## config.mk

```make
export PLATFORM = sky130hd
export DESIGN_NAME = decode_queue
export DESIGN_NICKNAME = d
export VERILOG_FILES = /design/src/rtl/decode_queue.sv
export SDC_FILE = /design/constraint.sdc
export NUM_CORES = 1
export LEC_CHECK = 0
export ABC_AREA = 1
export CAP_MARGIN = 10
export CORE_MARGIN = 8
export CORE_UTILIZATION = 45
export CTS_CLUSTER_DIAMETER = 50
export DETAILED_ROUTE_END_ITERATION = 16
export GPL_TIMING_DRIVEN = 0
export SYNTH_ARGS = -nofsm -noshare
export SYNTH_HDL_FRONTEND = slang
export SYNTH_SLANG_ARGS = --single-unit
```

## constraint.sdc

```tcl
create_clock -name clk_in -period 5.55 [get_ports clk_in]
set_clock_uncertainty 0.05 [all_clocks]
set_input_delay 1.3875 -clock clk_in [delete_from_list [all_inputs] [get_ports clk_in]]
set_output_delay 1.3875 -clock clk_in [all_outputs]
set_load 0.02 [all_outputs]
```

## src/rtl/decode_queue.sv

```systemverilog
// decode_queue: RV32I decoder feeding an in-order 2^QUEUE_WIDTH-entry FIFO;
// one decoded entry is handed to the dispatcher per query as a DC2DP_en pulse.
// Build option DC_BYPASS_EN: an instruction arriving while the dispatcher waits
// on an empty queue goes straight to the output registers (1-cycle latency).
module decode_queue #(
  parameter int ADDR_WIDTH  = 32,
  parameter int REG_WIDTH   = 5,
  parameter int QUEUE_WIDTH = 3
) (
  input  logic                  clk_in,
  input  logic                  rst_in,
  input  logic                  rdy_in,
  input  logic                  IF2DC_en,
  input  logic [ADDR_WIDTH-1:0] IF2DC_pc,
  input  logic [31:0]           IF2DC_inst,
  output logic                  DC2IF_full,
  input  logic                  RoB2DC_clear,
  input  logic                  DP2DC_query_inst,
  output logic                  DC2DP_en,
  output logic [ADDR_WIDTH-1:0] DC2DP_pc,
  output logic [6:0]            DC2DP_opcode,
  output logic [REG_WIDTH-1:0]  DC2DP_rs1,
  output logic [REG_WIDTH-1:0]  DC2DP_rs2,
  output logic [REG_WIDTH-1:0]  DC2DP_rd,
  output logic [31:0]           DC2DP_imm
);

  localparam int DEPTH = 1 << QUEUE_WIDTH;
  localparam logic [QUEUE_WIDTH:0] COUNT_DEPTH = (QUEUE_WIDTH+1)'(DEPTH);
  localparam logic [QUEUE_WIDTH:0] COUNT_FULL  = (QUEUE_WIDTH+1)'(DEPTH - 1);

  localparam logic [0:0] IDLE = 1'b0;
  localparam logic [0:0] WAIT = 1'b1;

  typedef struct packed {
    logic [ADDR_WIDTH-1:0] pc;
    logic [6:0]            opcode;
    logic [REG_WIDTH-1:0]  rs1;
    logic [REG_WIDTH-1:0]  rs2;
    logic [REG_WIDTH-1:0]  rd;
    logic [31:0]           imm;
  } entry_t;

  entry_t                 mem [DEPTH];
  entry_t                 dec;
  entry_t                 out_reg, out_next;
  logic                   en_reg, en_next;
  logic [QUEUE_WIDTH-1:0] head_reg, head_next;
  logic [QUEUE_WIDTH-1:0] tail_reg, tail_next;
  logic [QUEUE_WIDTH:0]   count_reg, count_next;
  logic [0:0]             state_reg, state_next;
  logic                   do_serve, do_bypass, do_push;

  logic [2:0]  f3;
  logic [6:0]  f7;
  logic [31:0] imm_i, imm_s, imm_b, imm_u, imm_j, imm_sh;

  assign f3     = IF2DC_inst[14:12];
  assign f7     = IF2DC_inst[31:25];
  assign imm_i  = {{20{IF2DC_inst[31]}}, IF2DC_inst[31:20]};
  assign imm_s  = {{20{IF2DC_inst[31]}}, IF2DC_inst[31:25], IF2DC_inst[11:7]};
  assign imm_b  = {{19{IF2DC_inst[31]}}, IF2DC_inst[31], IF2DC_inst[7],
                   IF2DC_inst[30:25], IF2DC_inst[11:8], 1'b0};
  assign imm_u  = {IF2DC_inst[31:12], 12'h000};
  assign imm_j  = {{11{IF2DC_inst[31]}}, IF2DC_inst[31], IF2DC_inst[19:12],
                   IF2DC_inst[20], IF2DC_inst[30:21], 1'b0};
  assign imm_sh = {27'd0, IF2DC_inst[24:20]};

  // Decode the incoming raw word into the dispatcher enum; illegal -> all-zero fields
  always_comb begin
    dec     = '0;
    dec.pc  = IF2DC_pc;
    case (IF2DC_inst[6:0])
      7'b0110111: begin dec.opcode = 7'd1; dec.rd = REG_WIDTH'(IF2DC_inst[11:7]); dec.imm = imm_u; end
      7'b0010111: begin dec.opcode = 7'd2; dec.rd = REG_WIDTH'(IF2DC_inst[11:7]); dec.imm = imm_u; end
      7'b1101111: begin dec.opcode = 7'd3; dec.rd = REG_WIDTH'(IF2DC_inst[11:7]); dec.imm = imm_j; end
      7'b1100111: begin
        if (f3 == 3'b000) dec.opcode = 7'd4;
        dec.rd  = REG_WIDTH'(IF2DC_inst[11:7]);
        dec.rs1 = REG_WIDTH'(IF2DC_inst[19:15]);
        dec.imm = imm_i;
      end
      7'b1100011: begin
        case (f3)
          3'b000:  dec.opcode = 7'd5;
          3'b001:  dec.opcode = 7'd6;
          3'b100:  dec.opcode = 7'd7;
          3'b101:  dec.opcode = 7'd8;
          3'b110:  dec.opcode = 7'd9;
          3'b111:  dec.opcode = 7'd10;
          default: dec.opcode = 7'd0;
        endcase
        dec.rs1 = REG_WIDTH'(IF2DC_inst[19:15]);
        dec.rs2 = REG_WIDTH'(IF2DC_inst[24:20]);
        dec.imm = imm_b;
      end
      7'b0000011: begin
        case (f3)
          3'b000:  dec.opcode = 7'd11;
          3'b001:  dec.opcode = 7'd12;
          3'b010:  dec.opcode = 7'd13;
          3'b100:  dec.opcode = 7'd14;
          3'b101:  dec.opcode = 7'd15;
          default: dec.opcode = 7'd0;
        endcase
        dec.rd  = REG_WIDTH'(IF2DC_inst[11:7]);
        dec.rs1 = REG_WIDTH'(IF2DC_inst[19:15]);
        dec.imm = imm_i;
      end
      7'b0100011: begin
        case (f3)
          3'b000:  dec.opcode = 7'd16;
          3'b001:  dec.opcode = 7'd17;
          3'b010:  dec.opcode = 7'd18;
          default: dec.opcode = 7'd0;
        endcase
        dec.rs1 = REG_WIDTH'(IF2DC_inst[19:15]);
        dec.rs2 = REG_WIDTH'(IF2DC_inst[24:20]);
        dec.imm = imm_s;
      end
      7'b0010011: begin
        dec.rd  = REG_WIDTH'(IF2DC_inst[11:7]);
        dec.rs1 = REG_WIDTH'(IF2DC_inst[19:15]);
        dec.imm = imm_i;
        case (f3)
          3'b000: dec.opcode = 7'd19;
          3'b010: dec.opcode = 7'd20;
          3'b011: dec.opcode = 7'd21;
          3'b100: dec.opcode = 7'd22;
          3'b110: dec.opcode = 7'd23;
          3'b111: dec.opcode = 7'd24;
          3'b001: begin
            dec.imm = imm_sh;
            if (f7 == 7'b0000000) dec.opcode = 7'd25;
          end
          default: begin
            dec.imm = imm_sh;
            if (f7 == 7'b0000000)      dec.opcode = 7'd26;
            else if (f7 == 7'b0100000) dec.opcode = 7'd27;
          end
        endcase
      end
      7'b0110011: begin
        dec.rd  = REG_WIDTH'(IF2DC_inst[11:7]);
        dec.rs1 = REG_WIDTH'(IF2DC_inst[19:15]);
        dec.rs2 = REG_WIDTH'(IF2DC_inst[24:20]);
        if (f7 == 7'b0000000) begin
          case (f3)
            3'b000:  dec.opcode = 7'd28;
            3'b001:  dec.opcode = 7'd30;
            3'b010:  dec.opcode = 7'd31;
            3'b011:  dec.opcode = 7'd32;
            3'b100:  dec.opcode = 7'd33;
            3'b101:  dec.opcode = 7'd34;
            3'b110:  dec.opcode = 7'd36;
            default: dec.opcode = 7'd37;
          endcase
        end else if (f7 == 7'b0100000) begin
          if (f3 == 3'b000)      dec.opcode = 7'd29;
          else if (f3 == 3'b101) dec.opcode = 7'd35;
        end
      end
      default: dec.opcode = 7'd0;
    endcase
    if (dec.opcode == 7'd0) begin
      dec.rs1 = '0;
      dec.rs2 = '0;
      dec.rd  = '0;
      dec.imm = '0;
    end
  end

  // Serve/wait FSM: clear beats serve, serve beats push
  always_comb begin
    do_serve   = 1'b0;
    do_bypass  = 1'b0;
    state_next = state_reg;
    if (RoB2DC_clear) begin
      state_next = IDLE;
    end else if (state_reg == IDLE) begin
      if (DP2DC_query_inst) begin
        if (count_reg != '0) do_serve = 1'b1;
        else                 state_next = WAIT;
      end
    end else begin
      if (count_reg != '0) begin
        do_serve   = 1'b1;
        state_next = IDLE;
      end
`ifdef DC_BYPASS_EN
      else if (IF2DC_en) begin
        do_bypass  = 1'b1;
        state_next = IDLE;
      end
`endif
    end
  end

  assign do_push    = IF2DC_en && !RoB2DC_clear && !do_bypass && (count_reg < COUNT_DEPTH);
  assign DC2IF_full = (count_reg >= COUNT_FULL);

  // Pointer and occupancy update; a same-cycle push and pop leave count unchanged
  always_comb begin
    head_next  = head_reg;
    tail_next  = tail_reg;
    count_next = count_reg;
    if (RoB2DC_clear) begin
      head_next  = '0;
      tail_next  = '0;
      count_next = '0;
    end else begin
      if (do_serve) head_next = head_reg + 1'b1;
      if (do_push)  tail_next = tail_reg + 1'b1;
      case ({do_push, do_serve})
        2'b10:   count_next = count_reg + 1'b1;
        2'b01:   count_next = count_reg - 1'b1;
        default: count_next = count_reg;
      endcase
    end
  end

  // Output register next value: a serve or bypass pulses en, otherwise data holds
  always_comb begin
    en_next  = 1'b0;
    out_next = out_reg;
    if (do_serve) begin
      en_next  = 1'b1;
      out_next = mem[head_reg];
    end else if (do_bypass) begin
      en_next  = 1'b1;
      out_next = dec;
    end
  end

  // FIFO storage write; entries need no reset because count gates validity
  always_ff @(posedge clk_in) begin
    if (rdy_in && do_push) mem[tail_reg] <= dec;
  end

  // State registers; rdy_in low freezes everything
  always_ff @(posedge clk_in or negedge rst_in) begin
    if (!rst_in) begin
      head_reg  <= '0;
      tail_reg  <= '0;
      count_reg <= '0;
      state_reg <= IDLE;
      en_reg    <= 1'b0;
      out_reg   <= '0;
    end else if (rdy_in) begin
      head_reg  <= head_next;
      tail_reg  <= tail_next;
      count_reg <= count_next;
      state_reg <= state_next;
      en_reg    <= en_next;
      out_reg   <= out_next;
    end
  end

  assign DC2DP_en     = en_reg;
  assign DC2DP_pc     = out_reg.pc;
  assign DC2DP_opcode = out_reg.opcode;
  assign DC2DP_rs1    = out_reg.rs1;
  assign DC2DP_rs2    = out_reg.rs2;
  assign DC2DP_rd     = out_reg.rd;
  assign DC2DP_imm    = out_reg.imm;

endmodule

```

==> run summary <==
Buffers & Inverters on Critical Path: 4
Cts repair resizes: 0
Worst rel slew slack: 26.16%
Gpl congestion: 0.8911
Top cell type's share of synthesized area: 66.01%
Endpoints failing hold: 0
H-tree levels: 3
Warning count from the yosys run: 0
Worst-path clk slew: 60 ps
DR iter-0 viols: 2158
Cell with the most instances after synthesis: edfxtp_1
Status: finished, final reports clean
Antenna Nets Post-Route: 0
Max FO, Critical Path: 10
Core box area: 68350 µm²
Detailed Routing Iterations Pass 1: 5
Vias in the first global route: 21580
Largest net degree at the start of global routing: 65
Multi-input logic area: 7068 µm²
Syn Inst Count: 2472
Area Growth Syn to Fin: 20.44%
Max Clk Rate: 239.1 MHz
Largest register FFs: 680
Fillers: 5615
DR vias/cell: 5.835
Pleak: 13.10 nW
Worst hold-check path type: flip-flop to flip-flop
Nets: 2819
Total of max-cap violations: 0
Synth top area cells: edfxtp_1 (66%), dfrtp_1 (7.8%), o21ai_0 (5.8%)
Clk root buf: clkbuf_16
Final wirelength: 92630 µm
Post-route DRC: 0
Startpoint Class: input pin
Die Y: 278.2 µm
Hold Crit Start: DC2DP_pc[14]
GRT overflow: 0
Count of final max-slew check failures: 0
Worst EP arrival: 4680 ps
Seq/Total Area, Yosys: 73.85%
Post-synth ARST share: 12.48%
Dpl hpwl: 61070 µm
Slowest cell on crit path: nor2_2
Worst-Skew Late Latency: 630 ps
CTS Sinks: 777
Initial antenna violation count: 1
Final setup margin: 1368 ps
Die X: 278.2 µm
Post-CTS Setup Inserts: 0
Placed insts: 3534
Global-route wire length before repair: 137500 µm
Initial Util: 45.26%
Setup Crit Path Kind: input pin to flip-flop
CP startpoint: RoB2DC_clear
RSZ-0062 raised after global routing: false
Global Route Usage Sum: 23.42%
Number of synthesized flops with an enable pin: 680
Worst r2r src: count_reg[3]
Total Neg Setup Slack: 0 ps
CTS tree: built
Die area: 77390 µm²
Hold buffers post-CTS: 0
Seq. cell area: 22850 µm²
Most flop-heavy register: mem
PD cells: 429.1 nW/µm²
Critical path cell sequence: clkdlybuf4s50_1, nor2_1, inv_1, nor2_2, buf_2, buf_1, nand3_1, nand2_1
Antenna diodes: 0
Mapped Area: 30940 µm²
# setup viols final: 0
CP endpoint kind: flip-flop
Flops & latches, synth: 777
I/O Buffers: 154
Syn_area_per_cell: 12.51 µm²
Final Power: 15.99 mW
WP data required: 6050 ps
Vias: 21600
Min Tclk post-route: 4182 ps
Place WS: 844.4 ps
Predominant post-synthesis flop cell: edfxtp_1
Synth cell count leaders: edfxtp_1 (680), nor2_1 (409), o21ai_0 (359)
Layout cell share with drive strength beyond 1: 9.291%
Syn nets: 2547
CP peak stage delay: 820 ps
Worst VDD drop: 319.5 µV
Final non-filler cell total: 3702
Max Buffers Root-to-Sink: 3
Num CTS Buffers: 90
CP delay by family, top: buffers and inverters
Period utilization: 75.35%
Worst Tran Pin Value: 1108 ps
Boundary Pins: 158
Area leader, netlist: edfxtp_1
Yosys cell types: 38
Routed WL per cell: 25.02 µm
Num rows: 96
routing by layer:
layer	part of all wire (%)	global-route usage (%)	up-vias	wire length [µm]
li1	-	-	9551	-
met2	46	37.18	1028	42690
met5	0.0076	0	-	7
met1	42	32.18	10850	39310
met3	8.3	4.874	172	7715
met4	3.1	7.727	2	2915
per-stage QoR:
stage	util, %	area, µm²	hold slack [ps]
floorplan	-	30940	395.1
global placement	49.13	33580	414.6
detailed placement	50.03	34190	415.5
CTS	54.51	37260	432.4
global route	54.51	37260	443.5
finish	54.51	37260	429.1
final timing paths:
check | slack [ps] | depth (start not counted) | end
setup / recovery | 1370 | 8 | DC2DP_rs1[0]
hold / removal | 430 | 2 | DC2DP_pc[14]
setup reg to reg | 2180 | 8 | DC2DP_rs1[0]
hold reg to reg | 430 | 2 | DC2DP_pc[14]
max in group asynchronous | 4080 | 2 | DC2DP_pc[8]
min in group asynchronous | 610 | 1 | DC2DP_pc[15]
power by group:
part / switching, mW / total, mW / internal [mW]
clock: 2.39 / 6.07 / 3.67
sequential: 0.242 / 6.94 / 6.69
combinational: 1.97 / 2.99 / 1.01
cell usage in the layout (no fill, tap or decap), drive strengths merged, types with 62 or more instances in the layout:
cell           instances
clkdlybuf4s50        153
inv                  115
dfrtp                 97
buf                   62
o21ai                360
edfxtp               680
clkbuf               231
nor2                 416
nand3                 99
nand2                326
o221ai               146
tightest hold or removal path, delay by kind of cell, from the launching register on:
kind / cells / cell delay [ps]
flops: 1 / 340
simple gates: 2 / 100
logic make-up after synthesis:
group,count (synthesis),share of synthesized area (%)
xor gates and xnor gates,3,0.08495
DFF,777,73.85
other,1,0.01212
buffers and inverters,265,3.494
adders and majority gates,5,0.2265
AOI/OAI and AO/OA,574,11.43
and+or+nand+nor,847,10.90
cell type report:
cell class                      instances  share of cell area, %
Tap cell                              882                  2.962
Timing Repair Buffer                  180                  5.618
Sequential cell                       777                  61.32
Inverter                              106                  1.075
Multi-Input combinational cell       1430                  18.97
Buffer                                159                  1.827
Clock buffer                          107                  6.441
Clock inverter                         61                  1.787
Power figures use the tool's default switching activity.
